File: src/rtl/uart_tx_prescaled.sv
// Prescaled UART transmitter: start, LSB-first data, optional parity, stop.
// Each bit occupies 'prescale' clocks (clamped to a minimum of 4); outputs are registered.
module uart_tx_prescaled #(
  parameter int DATA_WIDTH = 8
) (
  input  logic                  CLK,
  input  logic                  RST,
  input  logic [DATA_WIDTH-1:0] P_DATA,
  input  logic                  DATA_VALID,
  input  logic                  PAR_EN,
  input  logic                  PAR_TYP,
  input  logic [4:0]            prescale,
  output logic                  TX_OUT,
  output logic                  busy
);
  localparam int IW = (DATA_WIDTH > 1) ? $clog2(DATA_WIDTH) : 1;

  typedef enum logic [2:0] {IDLE, START, DATA, PARITY, STOP} state_t;

  state_t                r_state, w_state;
  logic [4:0]            r_cnt, w_cnt;
  logic [4:0]            r_presc, w_presc;
  logic [IW-1:0]         r_idx, w_idx;
  logic [DATA_WIDTH-1:0] r_shift, w_shift;
  logic                  r_par_en, w_par_en;
  logic                  r_par, w_par;
  logic                  r_tx, w_tx;
  logic                  r_busy, w_busy;
  logic                  w_last;

  assign w_last = (r_cnt == r_presc - 5'd1);

  always_comb begin
    w_state  = r_state;
    w_cnt    = r_cnt;
    w_presc  = r_presc;
    w_idx    = r_idx;
    w_shift  = r_shift;
    w_par_en = r_par_en;
    w_par    = r_par;
    w_tx     = r_tx;
    w_busy   = r_busy;
    case (r_state)
      IDLE: begin
        w_cnt  = '0;
        w_idx  = '0;
        w_tx   = 1'b1;
        w_busy = 1'b0;
        if (DATA_VALID && !r_busy) begin
          // Parity is resolved at acceptance so the shift register can be consumed.
          w_state  = START;
          w_shift  = P_DATA;
          w_par_en = PAR_EN;
          w_par    = (^P_DATA) ^ PAR_TYP;
          w_presc  = (prescale < 5'd4) ? 5'd4 : prescale;
          w_tx     = 1'b0;
          w_busy   = 1'b1;
        end
      end
      START: begin
        if (w_last) begin
          w_state = DATA;
          w_cnt   = '0;
          w_idx   = '0;
          w_tx    = r_shift[0];
        end else begin
          w_cnt = r_cnt + 5'd1;
        end
      end
      DATA: begin
        if (w_last) begin
          w_cnt = '0;
          if (r_idx == IW'(DATA_WIDTH - 1)) begin
            w_idx = '0;
            if (r_par_en) begin
              w_state = PARITY;
              w_tx    = r_par;
            end else begin
              w_state = STOP;
              w_tx    = 1'b1;
            end
          end else begin
            w_idx   = r_idx + IW'(1);
            w_shift = r_shift >> 1;
            w_tx    = w_shift[0];
          end
        end else begin
          w_cnt = r_cnt + 5'd1;
        end
      end
      PARITY: begin
        if (w_last) begin
          w_state = STOP;
          w_cnt   = '0;
          w_tx    = 1'b1;
        end else begin
          w_cnt = r_cnt + 5'd1;
        end
      end
      STOP: begin
        if (w_last) begin
          w_state = IDLE;
          w_cnt   = '0;
          w_tx    = 1'b1;
          w_busy  = 1'b0;
        end else begin
          w_cnt = r_cnt + 5'd1;
        end
      end
      default: begin
        w_state = IDLE;
        w_cnt   = '0;
        w_idx   = '0;
        w_tx    = 1'b1;
        w_busy  = 1'b0;
      end
    endcase
  end

  always_ff @(posedge CLK) begin
    if (!RST) begin
      r_state  <= IDLE;
      r_cnt    <= '0;
      r_presc  <= '0;
      r_idx    <= '0;
      r_shift  <= '0;
      r_par_en <= 1'b0;
      r_par    <= 1'b0;
      r_tx     <= 1'b1;
      r_busy   <= 1'b0;
    end else begin
      r_state  <= w_state;
      r_cnt    <= w_cnt;
      r_presc  <= w_presc;
      r_idx    <= w_idx;
      r_shift  <= w_shift;
      r_par_en <= w_par_en;
      r_par    <= w_par;
      r_tx     <= w_tx;
      r_busy   <= w_busy;
    end
  end

  assign TX_OUT = r_tx;
  assign busy   = r_busy;
endmodule

File: config.mk
export PLATFORM = sky130hd
export DESIGN_NAME = uart_tx_prescaled
export DESIGN_NICKNAME = d
export VERILOG_FILES = /design/src/rtl/uart_tx_prescaled.sv
export SDC_FILE = /design/constraint.sdc
export NUM_CORES = 1
export LEC_CHECK = 0
export CORE_ASPECT_RATIO = 0.9
export CORE_UTILIZATION = 38
export DETAILED_ROUTE_END_ITERATION = 7
export GPL_TIMING_DRIVEN = 0
export SYNTH_ARGS = -nofsm -noshare
export SYNTH_HDL_FRONTEND = slang
export SYNTH_SLANG_ARGS = --single-unit
File: constraint.sdc
create_clock -name CLK -period 4.17 [get_ports CLK]
set_clock_uncertainty 0.1 [all_clocks]
set_input_delay 0.834 -clock CLK [delete_from_list [all_inputs] [get_ports CLK]]
set_output_delay 0.834 -clock CLK [all_outputs]
set_load 0.1 [all_outputs]
==> metrics.yaml, run 1 <==
power_and_ir_drop:
  p_per_area_nw_per_um2: 319
  p_leak_nw: 0.781
  switching_power_uw: 190
  switching_share: 0.285
  clkPwrFrac: 0.330
  vdd_drop_max_mv: 0.141
  p_seq_frac: 0.442
  p_int_uw: 477
  p_comb_frac: 0.228
die:
  die_y_um: 66.7
  initial_core_util: 0.396
  rows: 23
  coreArea_sq_um: 4460
  die_w_um: 73.8
  ios: 20
  die_area_sq_um: 4920
sta:
  period_share: 0.681
  maxSlewHeadroom: 0.355
  worstMarginPinSlew_ns: 0.964
  slew_violations: 0
  rsz0062_at_grt: "no"
  period_minus_slack_ns: 2.84
  setup_tns_ns: 0
  hold_viol_final: 0
  setup_viol: 0
  max_freq_ghz: 0.352
setup_path:
  worstPathRequired_ns: 4.29
  worstSetupStartpointType: "input port"
  crit_fanout: 8
  path_class: "in -> reg"
  worstSetupEndpointType: "flip-flop"
  path_cells: "clkdlybuf4s50_1 > or3b_4 > nor3_1 > o311ai_0 > a21oi_1"
  critical_path.max_stage_delay_ns: 0.73
  arrival_ns: 2.96
  slowest_stage: "nor3_1"
cts:
  clk_pin_slew_ns: 0.10
  clock_latency_ns: 0.28
  cts_hold_buf: 0
  ctsResizeCount: 0
  htree_levels: 1
  cts.sinks: 28
  clk_path_buf_depth: 2
  root_buffer: "clkbuf_8"
  post-cts-setup-buffers: 0
  cts_made_buffers: 3
  cts_tree: "built"
finish:
  nets: 254
  area_growth_pct: 18.6
  nFillCells: 440
  layout_common_cells: "28 x dfxtp_1, 22 x nand2_1, 18 x clkdlybuf4s50_1"
  final_cells: 293
  final_common_cell: "dfxtp_1"
  num_antenna_cells: 0
  drive_above_1_share: 0.0563
synthesis:
  synth-seq-area-share: 0.318
  ys_ff_latch: 28
  syn_area_per_cell_sq_um: 8.45
  synth_fp_nets: 231
  ys.flop_type: "dfxtp_1"
  synthArstFlopShare: 0
  synthCells: 209
  synth_edf_count: 0
  ys_types: 43
  syn-cell-area_sq_um: 1770
  yosysWarnings: 0
detailed_routing:
  routed_wl_um: 4100
  dr.pass1.iters: 7
  drt_iter0_markers: 116
  ant_nets: 0
  drt_drc_violations_left: 0
  vias_per_cell: 5.38
  vias: 1577
  wl_per_cell_um: 14.0
place:
  placedCellCount: 289
  place.gp.congestion: 0.791
  hpwl_um: 3030
  port_buffers: 18
flow_run:
  cap_violations: 0
grt:
  grt_max_degree: 17
  grt_pass1_wl_um: 7020
  antenna_found_initial: 0
  overflow: 0
  grt_pass1_vias: 1461
  grt_usage: 0.185
min_path:
  hp-class: "reg -> reg"
run_status:
  outcome: "complete, no violations"
[power by group through the flow]
stage | clock network, mW | registers, mW | logic, mW
final | 0.220 | 0.295 | 0.152
after global routing | 0.240 | 0.297 | 0.166
after CTS | 0.226 | 0.295 | 0.152
after detailed placement | 0 | 0.301 | 0.152
after global placement | 0 | 0.301 | 0.152
after floorplan | 0 | 0.311 | 0.0952
[final timing paths]
path,depth (start not counted),startpoint,to,slack [ns]
worst max-delay path,5,DATA_VALID,r_presc[0]$_SDFFE_PN0P_,1.33
worst min register to register,2,r_presc[4]$_SDFFE_PN0P_,r_presc[4]$_SDFFE_PN0P_,0.37
worst max register to register,8,r_presc[0]$_SDFFE_PN0P_,r_shift[0]$_SDFFE_PN0P_,1.82
worst min-delay path,2,r_presc[4]$_SDFFE_PN0P_,r_presc[4]$_SDFFE_PN0P_,0.37
[layout make-up]
cell class	count	area, sq um	area share
Inverter	5	18.8	0.00896
Tap cell	62	77.6	0.0370
Multi-Input combinational cell	161	1130	0.538
Clock buffer	3	41.3	0.0197
Sequential cell	28	561	0.268
Clock inverter	1	30.0	0.0143
Timing Repair Buffer	18	180	0.0860
Buffer	15	60.1	0.0287
[per-stage QoR]
stage | worst slack (ns) | power [mW] | instance area, sq um | utilization | hold slack (ns)
3_3_place_gp | 1.07 | 0.453 | 2020 | 0.454 | 0.349
4_1_cts | 1.36 | 0.672 | 2090 | 0.470 | 0.375
2_1_floorplan | 1.78 | 0.406 | 1770 | - | 0.328
5_1_grt | 1.22 | 0.704 | 2090 | 0.470 | 0.411
6_report | 1.33 | 0.667 | 2090 | 0.470 | 0.374
3_5_place_dp | 1.08 | 0.452 | 2020 | 0.454 | 0.361
[worst max-delay path: cells and delay by family]
family                 cells  cell delay [ns]
buffers and inverters      1             0.48
AOI/OAI and AO/OA          2             0.49
and+or+nand+nor            2             1.15
[synth_stat cells (all sizes together) (2+ instances only)]
cell / number / area (sq um)
o211ai: 3 / 27.5
o31a: 3 / 26.3
nand2b: 4 / 25.0
a21oi: 10 / 50.1
nor3: 7 / 35.0
buf: 4 / 18.8
inv: 5 / 18.8
nand3: 6 / 30.0
a41o: 8 / 80.1
or3: 2 / 12.5
nand4b: 7 / 61.3
nand4: 4 / 25.0
ha: 4 / 50.1
o32ai: 7 / 61.3
clkbuf: 11 / 41.3
or3b: 2 / 20.0
dfxtp: 28 / 561
nor2: 13 / 48.8
o21ai: 6 / 30.0
nand2: 22 / 82.6
and4: 2 / 17.5
o311ai: 2 / 17.5
a31oi: 4 / 25.0
xor2: 8 / 70.1
nor2b: 8 / 50.1
mux2i: 7 / 70.1
nand3b: 3 / 22.5
xnor2: 7 / 61.3
[per-layer routing]
layer | routed length [um] | GRT usage
met1 | 2140 | 0.268
met2 | 1760 | 0.280
met3 | 160 | 0.0333
met4 | 48 | 0.0457
met5 | 0 | 0
[sequential cells by signal, summed over array words and instances (netlist names)]
name      count
TX_OUT        1
busy          1
r_cnt         5
r_idx         3
r_par         1
r_par_en      1
r_presc       5
r_shift       8
r_state       3
[kinds of logic after synthesis]
family                   after synthesis  share of synthesized area
adder cells (fa/ha/maj)                4                     0.0283
AO/OA/AOI/OAI                         49                      0.213
XOR/XNOR                              16                     0.0872
buffers and inverters                 20                     0.0446
multiplexers                           8                     0.0461
flip-flops                            28                      0.318
AND/OR/NAND/NOR                       84                      0.264
Note: power is estimated with default switching activity, not from simulation.
==> run 2: changes to the inputs <==
- clock period: 4.17 -> 2.6 ns (I/O delays scaled with it)
==> run 2 against run 1 <==
- sequential power up 60%
- critical path type unchanged
- core utilization up 0.11 points
- cell count unchanged
==> metrics.yaml, run 2 (synthesis results as in run 1) <==
finish:
  area_growth_pct: 18.9  # was 18.6%
  nets: 254  # unchanged
  largest_reg_flops: 8  # unchanged
  drive_above_1_share: 0.0606  # was 0.0563
  top_register: "r_shift"  # unchanged
  reg_top3: "r_shift: 8 flops, r_cnt: 5 flops, r_presc: 5 flops"  # unchanged
  final_common_cell: "dfxtp_1"  # unchanged
  num_antenna_cells: 0  # unchanged
  layout_common_cells: "28 x dfxtp_1, 22 x nand2_1, 18 x clkdlybuf4s50_1"  # unchanged
  nFillCells: 441  # was 440
  finalInstanceArea_sq_um: 2100  # was 2090 sq um
  post-route-util: 0.471  # was 0.470
die:
  die_y_um: 66.7  # unchanged
  die_area_sq_um: 4920  # unchanged
  coreArea_sq_um: 4460  # unchanged
  ios: 20  # unchanged
  rows: 23  # unchanged
  die_w_um: 73.8  # unchanged
  initial_core_util: 0.396  # unchanged
setup_path:
  worstSetupEndpointType: "flip-flop"  # unchanged
  slowest_stage: "a211oi_4"  # was nor3_1
  crit_family: "compound AO/OA/AOI/OAI gates"  # was simple AND/OR/NAND/NOR gates
  arrival_ns: 2.59  # was 2.96 ns
  path_buf_inv: 1  # unchanged
  path_class: "in -> reg"  # unchanged
  worstPathRequired_ns: 2.69  # was 4.29 ns
  worstSetupStartpointType: "input port"  # unchanged
  path_cells: "clkdlybuf4s50_1 > or3b_4 > a211oi_4 > mux2i_1 > o32ai_1 > a41o_1"  # was clkdlybuf4s50_1 > or3b_4 > nor3_1 > o311ai_0 > a21oi_1
  critical_path.max_stage_delay_ns: 0.56  # was 0.73 ns
  crit_fanout: 8  # unchanged
sta:
  worstMarginPinSlew_ns: 0.964  # about the same
  slew_violations: 0  # unchanged
  max_freq_ghz: 0.399
  rsz0062_at_grt: "no"  # unchanged
  fin_hold_ws_ns: 0.375  # was 0.374 ns
  maxSlewHeadroom: 0.355  # about the same
  period_minus_slack_ns: 2.51
  period_share: 0.965
  setup_viol: 0  # unchanged
  hold_viol_final: 0  # unchanged
cts:
  cts_tree: "built"  # unchanged
  cts_made_buffers: 3  # unchanged
  cts_hold_buf: 0  # unchanged
  clk_path_buf_depth: 2  # unchanged
  cts.sinks: 28  # unchanged
  clock_latency_ns: 0.28  # about the same
  clk_pin_slew_ns: 0.10  # about the same
  htree_levels: 1  # unchanged
  root_buffer: "clkbuf_8"  # unchanged
  post-cts-setup-buffers: 0  # unchanged
detailed_routing:
  ant_nets: 0  # unchanged
  vias: 1594  # was 1,577
  drt_iter0_markers: 124  # was 116
  dr.pass1.iters: 4  # was 7
  routed_wl_um: 4140  # was 4100 um
  drt_drc_violations_left: 0  # unchanged
  vias_per_cell: 5.44  # was 5.38
  wl_per_cell_um: 14.1  # was 14.0 um
power_and_ir_drop:
  p_leak_nw: 0.784  # was 0.781 nW
  p_per_area_nw_per_um2: 511  # was 319 nW/um^2
  vdd_drop_max_mv: 0.226  # was 0.141 mV
grt:
  antenna_found_initial: 0  # unchanged
  grt_pass1_wl_um: 7020  # unchanged
  overflow: 0  # unchanged
  grt_usage: 0.185  # unchanged
  grt_pass1_vias: 1461  # unchanged
  grt_max_degree: 17  # unchanged
place:
  place.gp.congestion: 0.791  # unchanged
  hpwl_um: 3030  # unchanged
  place_area_sq_um: 2020  # unchanged
  port_buffers: 18  # unchanged
flow_run:
  cap_violations: 0  # unchanged
run_status:
  outcome: "complete, no violations"  # unchanged
min_path:
  hp-class: "reg -> reg"  # unchanged
==> run 2: cell counts in the layout (fill, tap and decap cells not counted) <==
Identical to the previous run, type by type.
==> run 2: final cells by class <==
| type | count | area (sq um) | area share |
|---|---|---|---|
| clock buffer | 3 | 41.3 | 0.0197 |
| inverter | 5 | 18.8 | 0.00894 |
| buffer | 15 | 60.1 | 0.0286 |
| sequential | 28 | 561 | 0.267 |
| multi-input combinational | 161 | 1130 | 0.539 |
| tap | 62 | 77.6 | 0.0369 |
| clock inverter | 1 | 30.0 | 0.0143 |
| timing repair buffer | 18 | 180 | 0.0858 |
==> run 2: final timing paths <==
path	cells past startpoint	to	slack, ns	startpoint
max	6	r_shift[3]$_SDFFE_PN0P_	0.09	DATA_VALID
min	2	r_presc[4]$_SDFFE_PN0P_	0.38	r_presc[4]$_SDFFE_PN0P_
max reg2reg	7	r_shift[3]$_SDFFE_PN0P_	0.24	r_idx[0]$_SDFFE_PN0P_
min reg2reg	2	r_presc[4]$_SDFFE_PN0P_	0.38	r_presc[4]$_SDFFE_PN0P_
==> run 2: worst register-to-register path, delay by kind of cell, from the launching register on <==
| family | cells | cell delay [ns] |
|---|---|---|
| AOI/OAI and AO/OA | 3 | 0.92 |
| adders and majority gates | 2 | 0.43 |
| DFF | 1 | 0.36 |
| muxes | 1 | 0.26 |
| and+or+nand+nor | 1 | 0.19 |
==> run 2: power breakdown <==
group	switching, mW	total (mW)	internal [mW]
logic	0.138	0.245	0.107
clock network	0.148	0.355	0.206
registers	0.0208	0.472	0.452
==> run 2: stage by stage <==
step / power (mW) / worst slack (ns) / cells / setup TNS, ns
floorplan: 0.652 / 0.227 / 209 / 0
global placement: 0.726 / -0.186 / 289 / -1.54
detailed placement: 0.726 / -0.181 / 289 / -1.52
CTS: 1.08 / 0.105 / 293 / 0
global route: 1.13 / 0.0336 / 293 / 0
finish: 1.07 / 0.0911 / 293 / 0
==> run 2: per-layer routing <==
layer	global-route usage	wire length, um
met2	0.280	1780
met5	0	0
met1	0.268	2170
met4	0.0457	48
met3	0.0333	133
==> run 2: what timing repair did <==
action	4_1_cts	5_1_grt
endpoints found under the setup margin	0	1
hold endpoints to repair	0	0
resized for setup	0	1
==> run 3: changes to the inputs <==
- GPL_ROUTABILITY_DRIVEN: unset -> 0
==> results of run 3 <==
The final DEF is identical to that of run 2; final timing and power are the same.
